--- src/rtl/rtc_bridge_pkg.sv ---
// Shared definitions for the RTC bus bridge: port map, STATUS layout, FSM states
// and the per-state bus pin decode.
package rtc_bridge_pkg;

    localparam logic [7:0] PORT_ADDR   = 8'h01;
    localparam logic [7:0] PORT_WDATA  = 8'h02;
    localparam logic [7:0] PORT_CMD    = 8'h03;
    localparam logic [7:0] PORT_STATUS = 8'h04;
    localparam logic [7:0] PORT_RDATA  = 8'h05;

    localparam int STATUS_BUSY    = 0;
    localparam int STATUS_IRQ     = 1;
    localparam int STATUS_OVERRUN = 2;

    typedef enum logic [2:0] {
        ST_IDLE,
        ST_A_SETUP,
        ST_A_STROBE,
        ST_A_HOLD,
        ST_D_SETUP,
        ST_D_STROBE,
        ST_D_HOLD,
        ST_DONE
    } state_e;

    typedef struct packed {
        logic       cs_n;
        logic       rd_n;
        logic       wr_n;
        logic       ad_n;
        logic       ad_oe;
        logic [7:0] ad_o;
    } bus_pins_t;

    localparam bus_pins_t BUS_IDLE = '{cs_n: 1'b1, rd_n: 1'b1, wr_n: 1'b1, ad_n: 1'b1,
                                       ad_oe: 1'b0, ad_o: 8'h00};

    function automatic state_e next_phase(input state_e st);
        case (st)
            ST_A_SETUP:  return ST_A_STROBE;
            ST_A_STROBE: return ST_A_HOLD;
            ST_A_HOLD:   return ST_D_SETUP;
            ST_D_SETUP:  return ST_D_STROBE;
            ST_D_STROBE: return ST_D_HOLD;
            ST_D_HOLD:   return ST_DONE;
            default:     return ST_IDLE;
        endcase
    endfunction

    // Pin values a state presents for its whole duration; read data phases float the bus.
    function automatic bus_pins_t bus_pins(input state_e st, input logic is_wr,
                                           input logic [7:0] addr, input logic [7:0] wdata);
        bus_pins_t p;
        p = BUS_IDLE;
        case (st)
            ST_A_SETUP, ST_A_STROBE, ST_A_HOLD: begin
                p.cs_n  = 1'b0;
                p.ad_n  = 1'b0;
                p.ad_oe = 1'b1;
                p.ad_o  = addr;
                p.wr_n  = (st != ST_A_STROBE);
            end
            ST_D_SETUP, ST_D_STROBE, ST_D_HOLD: begin
                p.cs_n = 1'b0;
                p.ad_n = 1'b1;
                if (is_wr) begin
                    p.ad_oe = 1'b1;
                    p.ad_o  = wdata;
                    p.wr_n  = (st != ST_D_STROBE);
                end else begin
                    p.rd_n = (st != ST_D_STROBE);
                end
            end
            default: ;
        endcase
        return p;
    endfunction

endpackage

--- src/rtl/rtc_phase_timer.sv ---
// Phase timer: reloads T_PHASE-1 on each state entry and flags the last cycle of a phase.
module rtc_phase_timer #(
    parameter int T_PHASE = 6
) (
    input  logic clk,
    input  logic reset,
    input  logic i_load,
    output logic o_phase_done
);

    logic [7:0] r_count;

    always_ff @(posedge clk or negedge reset) begin
        if (!reset) begin
            r_count <= 8'd0;
        end else if (i_load) begin
            r_count <= 8'(T_PHASE - 1);
        end else if (r_count != 8'd0) begin
            r_count <= r_count - 8'd1;
        end
    end

    assign o_phase_done = (r_count == 8'd0);

endmodule

--- src/rtl/rtc_bus_bridge.sv ---
// PicoBlaze port-bus peripheral running timed multiplexed A/D transactions to an RTC chip.
// Define RTC_BRIDGE_IRQ_EN to drive interrupt; otherwise completion is polled through STATUS.
module rtc_bus_bridge
    import rtc_bridge_pkg::*;
#(
    parameter int T_PHASE = 6
) (
    input  logic       clk,
    input  logic       reset,
    input  logic [7:0] port_id,
    input  logic [7:0] out_port,
    input  logic       write_strobe,
    input  logic       read_strobe,
    output logic [7:0] in_port,
    output logic       interrupt,
    input  logic       interrupt_ack,
    output logic       rtc_cs_n,
    output logic       rtc_rd_n,
    output logic       rtc_wr_n,
    output logic       rtc_ad_n,
    output logic [7:0] rtc_ad_o,
    output logic       rtc_ad_oe,
    input  logic [7:0] rtc_ad_i
);

    state_e     r_state;
    bus_pins_t  r_pins;
    logic [7:0] r_addr;
    logic [7:0] r_wdata;
    logic [7:0] r_rdata;
    logic [7:0] r_tx_addr;
    logic [7:0] r_tx_wdata;
    logic [7:0] r_in_port;
    logic       r_tx_wr;
    logic       r_irq;
    logic       r_overrun;

    logic       w_busy;
    logic       w_cmd;
    logic       w_start;
    logic       w_status_rd;
    logic       w_phase_state;
    logic       w_phase_done;
    logic       w_timer_load;
    logic       w_irq_clr;

    assign w_busy        = (r_state != ST_IDLE);
    assign w_cmd         = write_strobe && (port_id == PORT_CMD);
    assign w_start       = w_cmd && !w_busy;
    assign w_status_rd   = read_strobe && (port_id == PORT_STATUS);
    assign w_phase_state = w_busy && (r_state != ST_DONE);
    assign w_timer_load  = w_start || (w_phase_state && w_phase_done);

    rtc_phase_timer #(.T_PHASE(T_PHASE)) u_phase_timer (
        .clk          (clk),
        .reset        (reset),
        .i_load       (w_timer_load),
        .o_phase_done (w_phase_done)
    );

    // Pins are registered alongside the state so they change on the same edge as the state.
    always_ff @(posedge clk or negedge reset) begin
        if (!reset) begin
            r_state    <= ST_IDLE;
            r_pins     <= BUS_IDLE;
            r_tx_addr  <= 8'h00;
            r_tx_wdata <= 8'h00;
            r_tx_wr    <= 1'b0;
        end else begin
            case (r_state)
                ST_IDLE: begin
                    if (w_start) begin
                        r_state    <= ST_A_SETUP;
                        r_tx_addr  <= r_addr;
                        r_tx_wdata <= r_wdata;
                        r_tx_wr    <= out_port[0];
                        r_pins     <= bus_pins(ST_A_SETUP, out_port[0], r_addr, r_wdata);
                    end
                end
                ST_DONE: begin
                    r_state <= ST_IDLE;
                    r_pins  <= BUS_IDLE;
                end
                default: begin
                    if (w_phase_done) begin
                        r_state <= next_phase(r_state);
                        r_pins  <= bus_pins(next_phase(r_state), r_tx_wr, r_tx_addr, r_tx_wdata);
                    end
                end
            endcase
        end
    end

    always_ff @(posedge clk or negedge reset) begin
        if (!reset) begin
            r_addr  <= 8'h00;
            r_wdata <= 8'h00;
        end else if (write_strobe) begin
            if (port_id == PORT_ADDR) begin
                r_addr <= out_port;
            end
            if (port_id == PORT_WDATA) begin
                r_wdata <= out_port;
            end
        end
    end

    always_ff @(posedge clk or negedge reset) begin
        if (!reset) begin
            r_rdata <= 8'h00;
        end else if ((r_state == ST_D_STROBE) && w_phase_done && !r_tx_wr) begin
            r_rdata <= rtc_ad_i;
        end
    end

    // Setting a flag takes priority over clearing it in the same cycle.
    always_ff @(posedge clk or negedge reset) begin
        if (!reset) begin
            r_irq     <= 1'b0;
            r_overrun <= 1'b0;
        end else begin
            if (r_state == ST_DONE) begin
                r_irq <= 1'b1;
            end else if (w_irq_clr) begin
                r_irq <= 1'b0;
            end
            if (w_cmd && w_busy) begin
                r_overrun <= 1'b1;
            end else if (w_status_rd) begin
                r_overrun <= 1'b0;
            end
        end
    end

    always_ff @(posedge clk or negedge reset) begin
        if (!reset) begin
            r_in_port <= 8'h00;
        end else begin
            case (port_id)
                PORT_STATUS: begin
                    r_in_port                 <= 8'h00;
                    r_in_port[STATUS_BUSY]    <= w_busy;
                    r_in_port[STATUS_IRQ]     <= r_irq;
                    r_in_port[STATUS_OVERRUN] <= r_overrun;
                end
                PORT_RDATA: r_in_port <= r_rdata;
                default:    r_in_port <= 8'h00;
            endcase
        end
    end

`ifdef RTC_BRIDGE_IRQ_EN
    assign w_irq_clr = interrupt_ack;
    assign interrupt = r_irq;
`else
    // Polled mode: reading STATUS retires the completion flag and the acknowledge has no effect.
    assign w_irq_clr = w_status_rd;
    assign interrupt = 1'b0 & interrupt_ack;
`endif

    assign in_port   = r_in_port;
    assign rtc_cs_n  = r_pins.cs_n;
    assign rtc_rd_n  = r_pins.rd_n;
    assign rtc_wr_n  = r_pins.wr_n;
    assign rtc_ad_n  = r_pins.ad_n;
    assign rtc_ad_oe = r_pins.ad_oe;
    assign rtc_ad_o  = r_pins.ad_o;

endmodule
--- config.mk ---
export PLATFORM = sky130hd
export DESIGN_NAME = rtc_bus_bridge
export DESIGN_NICKNAME = d
export VERILOG_FILES = /design/src/rtl/rtc_bridge_pkg.sv /design/src/rtl/rtc_phase_timer.sv /design/src/rtl/rtc_bus_bridge.sv
export SDC_FILE = /design/constraint.sdc
export NUM_CORES = 1
export LEC_CHECK = 0
export BUFFER_PORTS_ARGS = -buffer_cell sky130_fd_sc_hd__buf_2
export CELL_PAD_IN_SITES_DETAIL_PLACEMENT = 2
export CELL_PAD_IN_SITES_GLOBAL_PLACEMENT = 2
export CORE_ASPECT_RATIO = 1.2
export CORE_MARGIN = 3
export CORE_UTILIZATION = 35
export DETAILED_ROUTE_END_ITERATION = 10
export GPL_TIMING_DRIVEN = 0
export PLACE_DENSITY = 0.81
export RECOVER_POWER = 100
export REMOVE_ABC_BUFFERS = 1
export SYNTH_ARGS = -nofsm -noshare
export SYNTH_HDL_FRONTEND = slang
export SYNTH_HIERARCHICAL = 1
export SYNTH_SLANG_ARGS = --single-unit
--- constraint.sdc ---
create_clock -name clk -period 2.7 [get_ports clk]
set_input_delay 0.27 -clock clk [delete_from_list [all_inputs] [get_ports clk]]
set_output_delay 0.27 -clock clk [all_outputs]
set_load 0.02 [all_outputs]
# Word-level counts from Yosys, hierarchy flattened
# Cells that the tools add are included.
[op_classes]
addsub = 1
n_eq_ne = 22
muxes = 20
n_reduce_logical = 27
[op_table]
columns = ["op", "count"]
rows = [
  ["13-bit 2-to-1 mux", 2],
  ["13-bit one-hot mux with 2 select lines", 1],
  ["11-bit one-hot mux with 2 select lines", 1],
  ["3-bit == test, second input constant", 7],
  ["3-bit one-hot mux with 6 select lines", 1],
  ["8-bit by 2-bit == test with 1-bit output, second input constant", 2],
  ["8-bit by 3-bit == test with 1-bit output, second input constant", 2],
  ["8-bit 2-to-1 mux", 2],
  ["8-bit one-hot mux with 2 select lines", 1],
  ["3-bit by 2-bit == test with 1-bit output, second input constant", 4],
  ["3-bit 2-to-1 mux", 3],
  ["9-bit 2-to-1 mux", 1],
  ["8-bit by 1-bit == test with 1-bit output, second input constant", 1],
  ["1-bit logical AND", 8],
  ["8-bit logical NOT", 1],
  ["2-bit AND reduction", 4],
  ["8-bit nonzero test", 1],
  ["8-bit by 1-bit subtractor with 8-bit output, second input constant", 1],
  ["1-bit 2-to-1 mux", 7],
  ["3-bit by 1-bit == test with 1-bit output, second input constant", 2],
  ["3-bit != test, second input constant", 2],
  ["3-bit one-hot mux with 2 select lines", 1],
  ["2-bit nonzero test", 3],
  ["3-bit nonzero test", 2],
  ["8 further kinds", 10],
]
[word_totals]
register_bits = 75
inputBits = 29
out_inout_bits = 22

# Longest topological paths before layout
[depth]
depth_word = 9
ltp_mapped = 11

# By module
# The synthesis kept the hierarchy.
[modules_own_cells]
columns = ["mod", "instances", "cells_per_inst", "area_per_inst_um2"]
rows = [
  ["rtc_bus_bridge", 1, 231, 3052.9],
  ["rtc_phase_timer", 1, 45, 435.4],
]

# Worst setup path before layout
# No wires, ideal clock.
[synth_timing]
path_type = "flip-flop to flip-flop"
start = "register u_phase_timer.r_count[0]"
end = "register r_rdata[0]"
setup_ns = 0.125
t_arrival_ns = 2.569
required_ns = 2.575
setup_slack_ns = 0.006
stages_incl_launch_ff = 9
cell_sequence = "dfrtp_1 -> inv_1 -> ha_1 -> nor4b_1 -> and2_1 -> clkbuf_1 -> nand2_1 -> nor3b_2 -> mux2_2"
[synth_between]
elab_chain_len = 3
[synth_rtl]
columns = ["element", "line_no", "rtl"]
rows = [
  ["start, declared", "rtc_phase_timer.sv:11", "logic [7:0] r_count;"],
  ["start signal, assigned", "rtc_phase_timer.sv:17", "r_count <= 8'(T_PHASE - 1);"],
  ["start signal, assigned", "rtc_phase_timer.sv:19", "r_count <= r_count - 8'd1;"],
  ["8-bit logical NOT", "rtc_phase_timer.sv:23", "assign o_phase_done = (r_count == 8'd0);"],
  ["named net w_phase_done", "rtc_bus_bridge.sv:43", "logic w_phase_done;"],
  ["1-bit logical AND (2 in a row)", "rtc_bus_bridge.sv:111", "end else if ((r_state == ST_D_STROBE) && w_phase_done && !r_tx_wr) begin"],
  ["end signal, assigned", "rtc_bus_bridge.sv:112", "r_rdata <= rtc_ad_i;"],
  ["end, declared", "rtc_bus_bridge.sv:30", "logic [7:0] r_rdata;"],
]
# The timed path passes the listed nets, and every way through them passes these cells.
# A chain may end at the register's enable or synchronous reset.

# Worst setup path after layout
[layout_timing]
start = "register r_state[1]"
end = "register r_tx_addr[4]"
[layout_between]
elab_chain_len = 4
elab_cells_between_ends = 5
cone_classes = "5 x reduce/logical"
[layout_rtl]
columns = ["element", "line_no", "rtl"]
rows = [
  ["start, declared", "rtc_bus_bridge.sv:26", "state_e r_state;"],
  ["start signal, assigned", "rtc_bus_bridge.sv:86", "r_state <= next_phase(r_state);"],
  ["3-bit nonzero test", "rtc_bus_bridge.sv:47", "assign w_busy = (r_state != ST_IDLE);"],
  ["1-bit logical NOT", "rtc_bus_bridge.sv:49", "assign w_start = w_cmd && !w_busy;"],
  ["1-bit logical AND", "rtc_bus_bridge.sv:49", ""],
  ["2-bit AND reduction (no line) *", "n/a", ""],
  ["end signal, assigned", "rtc_bus_bridge.sv:74", "r_tx_addr <= r_addr;"],
  ["end, declared", "rtc_bus_bridge.sv:31", "logic [7:0] r_tx_addr;"],
]
# Every way passes the cells marked *; elsewhere a longest branch is shown, timed or not.

==> impl_metrics.ini <==
[worst_setup_path]
reg2reg_setup_slack_ns = 0.20
timing.critical_path.cells = or3_1 -> or4_4 -> buf_2 -> mux2_1
end_kind = flop
worst-r2r-cell-count = 4
critical_path_buf_inv_count = 1
worst_r2r_endpoint = r_tx_addr[4]$_DFFE_PN0P_
worstSetupPathDepth = 4
crit_end = r_tx_addr[4]$_DFFE_PN0P_
critPathMaxStageDelay_ns = 0.62
timing.critical_path.fanout_max = 27
worstReg2RegStart = r_state[1]$_DFFE_PN0P_
critical_path_origin = r_state[1]$_DFFE_PN0P_
crit_slowest_cell = dfrtp_2
crit_required_ns = 2.92
critical_path.top_delay_family = simple AND/OR/NAND/NOR gates
crit_arrival_ns = 2.72
critPathKind = flop to flop
start_kind = flop

[yosys]
synth_top_flop_cell = dfrtp_1
synth_simple_gate_area_share_pct = 11.1
synth_cells = 276
multiplexer_share_of_the_synthesized_area_pct = 20.9
synthXorXnorAreaFrac_pct = 0.251
synthesis_warnings = 6
synthesis.area_per_instance_um2 = 12.6
synth-compound-area-share_pct = 9.72
synth-seq-cells = 75
yosysSeqAreaShare_pct = 53.9
synth-async-reset-ratio_pct = 100
synth_top_cells_by_area = dfrtp_1, mux2_2, mux2_4
number_of_synthesized_flops_with_an_enable_pin = 0
mappedNetlistArea_um2 = 3490
synth_top_cell_by_area = dfrtp_1
netlist.area_leader.share_pct = 50.9
synth_top_family_by_area = multiplexers
yosys.cell_types.count = 48
synthAdderAreaFrac_pct = 0.359

[floorplanning]
io-pin-count = 51
placeableCoreArea_um2 = 9610
fp.dieH_um = 115
start_util_pct = 36.3
floorplan.rows = 39
horizontal_die_dimension_um = 97.1
die_ar_um2 = 11200

[pwr]
vdd_drop_max_uv = 373
p_leak_uw = 0.00200
powerDensity_nw_per_um2 = 923

[layout]
antennaDiodeCount = 0
layout.cell_area.non_filler_um2 = 4100
utilization_pct = 42.7
layout-drive-gt1-share_pct = 27.9
fill_cells = 973
area_growth_pct = 17.6
finish.net_count = 358

[timing]
hold_viol = 0
rsz0062_at_grt = no
setup_total_negative_slack_ns = 0
period_share_pct = 92.6
drv_slew = 9
worst_pin_slew_ns = 1.57
timing.hold.ws_ns = 0.162
fin_worst_skew_ns = 0.00558
fmaxAchievable_ghz = 0.400
layout_min_cycle_time_ns = 2.50
finalSetupViolations = 0
timing.max_slew.rel_slack_pct = -5.69

[routing]
drt-vias-per-instance = 5.27
drt_iter0_markers = 99
detail-route-antenna-nets = 0
drt_first_pass_iters = 4
avgRoutedWirePerCell_um = 20.3
routed_wl_mm = 9.24
num_vias = 2405
drc_violation_count_after_routing = 0

[global_routing]
grt_max_degree = 61
grt_usage_pct = 17.6
gr-total-overflow = 0
grt_antenna_before_repair = 0
first_global_vias = 2822
grt_first_pass_wirelength_mm = 15.1

[cts]
clk_path_buf_depth = 2
tritoncts_clock_tree = done
clkSinkCount = 75
clock_edge_transition_at_the_registers_on_the_reported_setup_and_hold_paths_ns = 0.06
clk_lat_worst_skew_ns = 0.34
tritoncts.num_buffers = 9
clock_tree_root = clkbuf_16
cts.htree.levels = 3

[place]
detailed_place.area_um2 = 3820
dp_hpwl_mm = 5.75
port-buffer-count = 48
gp_routability_congestion = 0.730

[status]
outcome = finished, violations left
violated_checks = max-capacitance violations, max-slew violations

[flow_run]
max_cap_viol_count = 1

[min_path]
timing.hold.worst.class = input port to flop
hp-start = rtc_ad_i[0]
[layer usage]
layer	global-route usage [%]	vias up	part of all wire [%]
met5	0	-	0
met4	6.37	0	1.7
met3	4.13	13	3.1
met2	33.6	44	57
met1	18.9	1252	39
li1	-	1096	-
[Yosys cell counts (2+ instances only)]
cell type and n:
o21ai_0 8, mux2_1 3, a21oi_1 14, or3b_2 2, and2_1 7, or3_1 2, or4_1 2, nor3_1 2
nand2_1 17, or4_4 2, a22o_1 13, nor2_1 7, dfstp_2 4, nor4b_1 2, nand3_1 2, o21a_1 3
mux2_4 15, mux2_2 33, nand2b_1 10, buf_6 2, a211oi_1 3, buf_1 2, clkbuf_1 6, inv_1 10
o31ai_1 2, mux2i_1 10, buf_4 2, dfrtp_1 71
[timing repair]
item | 4_1_cts | 5_1_grt
endpoints found under the setup margin | 48 | 7
hold buffers | 1 | 0
resized for setup | 9 | 2
buffers inserted | 2 | 2
hold endpoints to repair | 13 | 0
pin swaps | 1 | 1
[worst min-delay path by stage]
stage,endpoint,slack [ns],cells past startpoint
after detailed placement,in_port[4]$_DFF_PN0_,0.16,1
after global placement,rtc_ad_n$_DFFE_PN1P_,0.46,2
after global routing,r_rdata[6]$_DFFE_PN0P_,0.17,2
after floorplan,in_port[0]$_DFF_PN0_,-0.03,0
final,r_rdata[0]$_DFFE_PN0P_,0.16,2
after CTS,r_rdata[3]$_DFFE_PN0P_,0.16,2
[layout make-up]
type                    instances  area, um2  share of cell area [%]
clock buffers                  11        233                    5.67
clock inverters                 5       77.6                    1.89
inverters                      10       37.5                   0.915
multi-input cells             178       1450                    35.3
flip-flops and latches         75       1890                    45.9
well taps                     123        154                    3.75
repair buffers                 54        268                    6.52
[layout by cell type, fill, tap and decap left out, types with 3 or more instances in the layout]
| cell | instances |
|---|---|
| nand2b_1 | 10 |
| a22o_1 | 13 |
| nor3_1 | 3 |
| and2_0 | 5 |
| nand2_1 | 16 |
| mux2_2 | 32 |
| dfstp_2 | 4 |
| clkbuf_1 | 26 |
| a211oi_1 | 3 |
| nor2_1 | 7 |
| o21a_1 | 3 |
| inv_1 | 10 |
| clkbuf_16 | 9 |
| a21oi_1 | 14 |
| buf_2 | 25 |
| o21ai_0 | 8 |
| dfrtp_2 | 3 |
| dfrtp_1 | 68 |
| mux2_1 | 18 |
| mux2i_1 | 10 |
[report_power, final]
| group | switching [uW] | total, uW | internal [uW] |
|---|---|---|---|
| clock network | 474 | 1280 | 807 |
| registers | 242 | 1560 | 1320 |
| logic | 554 | 946 | 392 |
| total | 1270 | 3790 | 2520 |
[per-stage QoR]
| stage | instances | power [uW] | setup WS [ns] |
|---|---|---|---|
| 2_1_floorplan | 263 | 2170 | -0.0738 |
| 3_3_place_gp | 434 | 2460 | -0.634 |
| 3_5_place_dp | 435 | 2530 | -0.822 |
| 4_1_cts | 454 | 3890 | 0.0579 |
| 5_1_grt | 456 | 4010 | 0.0337 |
| 6_report | 456 | 3790 | 0.201 |
[logic make-up (layout without fill, tap and decap cells)]
group                      count (synthesis)  count (layout)
AOI/OAI and AO/OA                         50              50
other                                      1               1
muxes                                     61              61
buffers and inverters                     23              80
and+or+nand+nor                           64              64
DFF                                       75              75
adders and majority gates                  1               1
xor gates and xnor gates                   1               1
[registers in the layout (all words and copies together) (netlist names), 3 cells and up]
name,cells
in_port,8
r_addr,8
r_rdata,8
r_tx_addr,8
r_tx_wdata,8
r_wdata,8
rtc_ad_o,8
u_phase_timer/r_count,8
r_state,3
No activity file was read; power rests on OpenSTA's default activity.
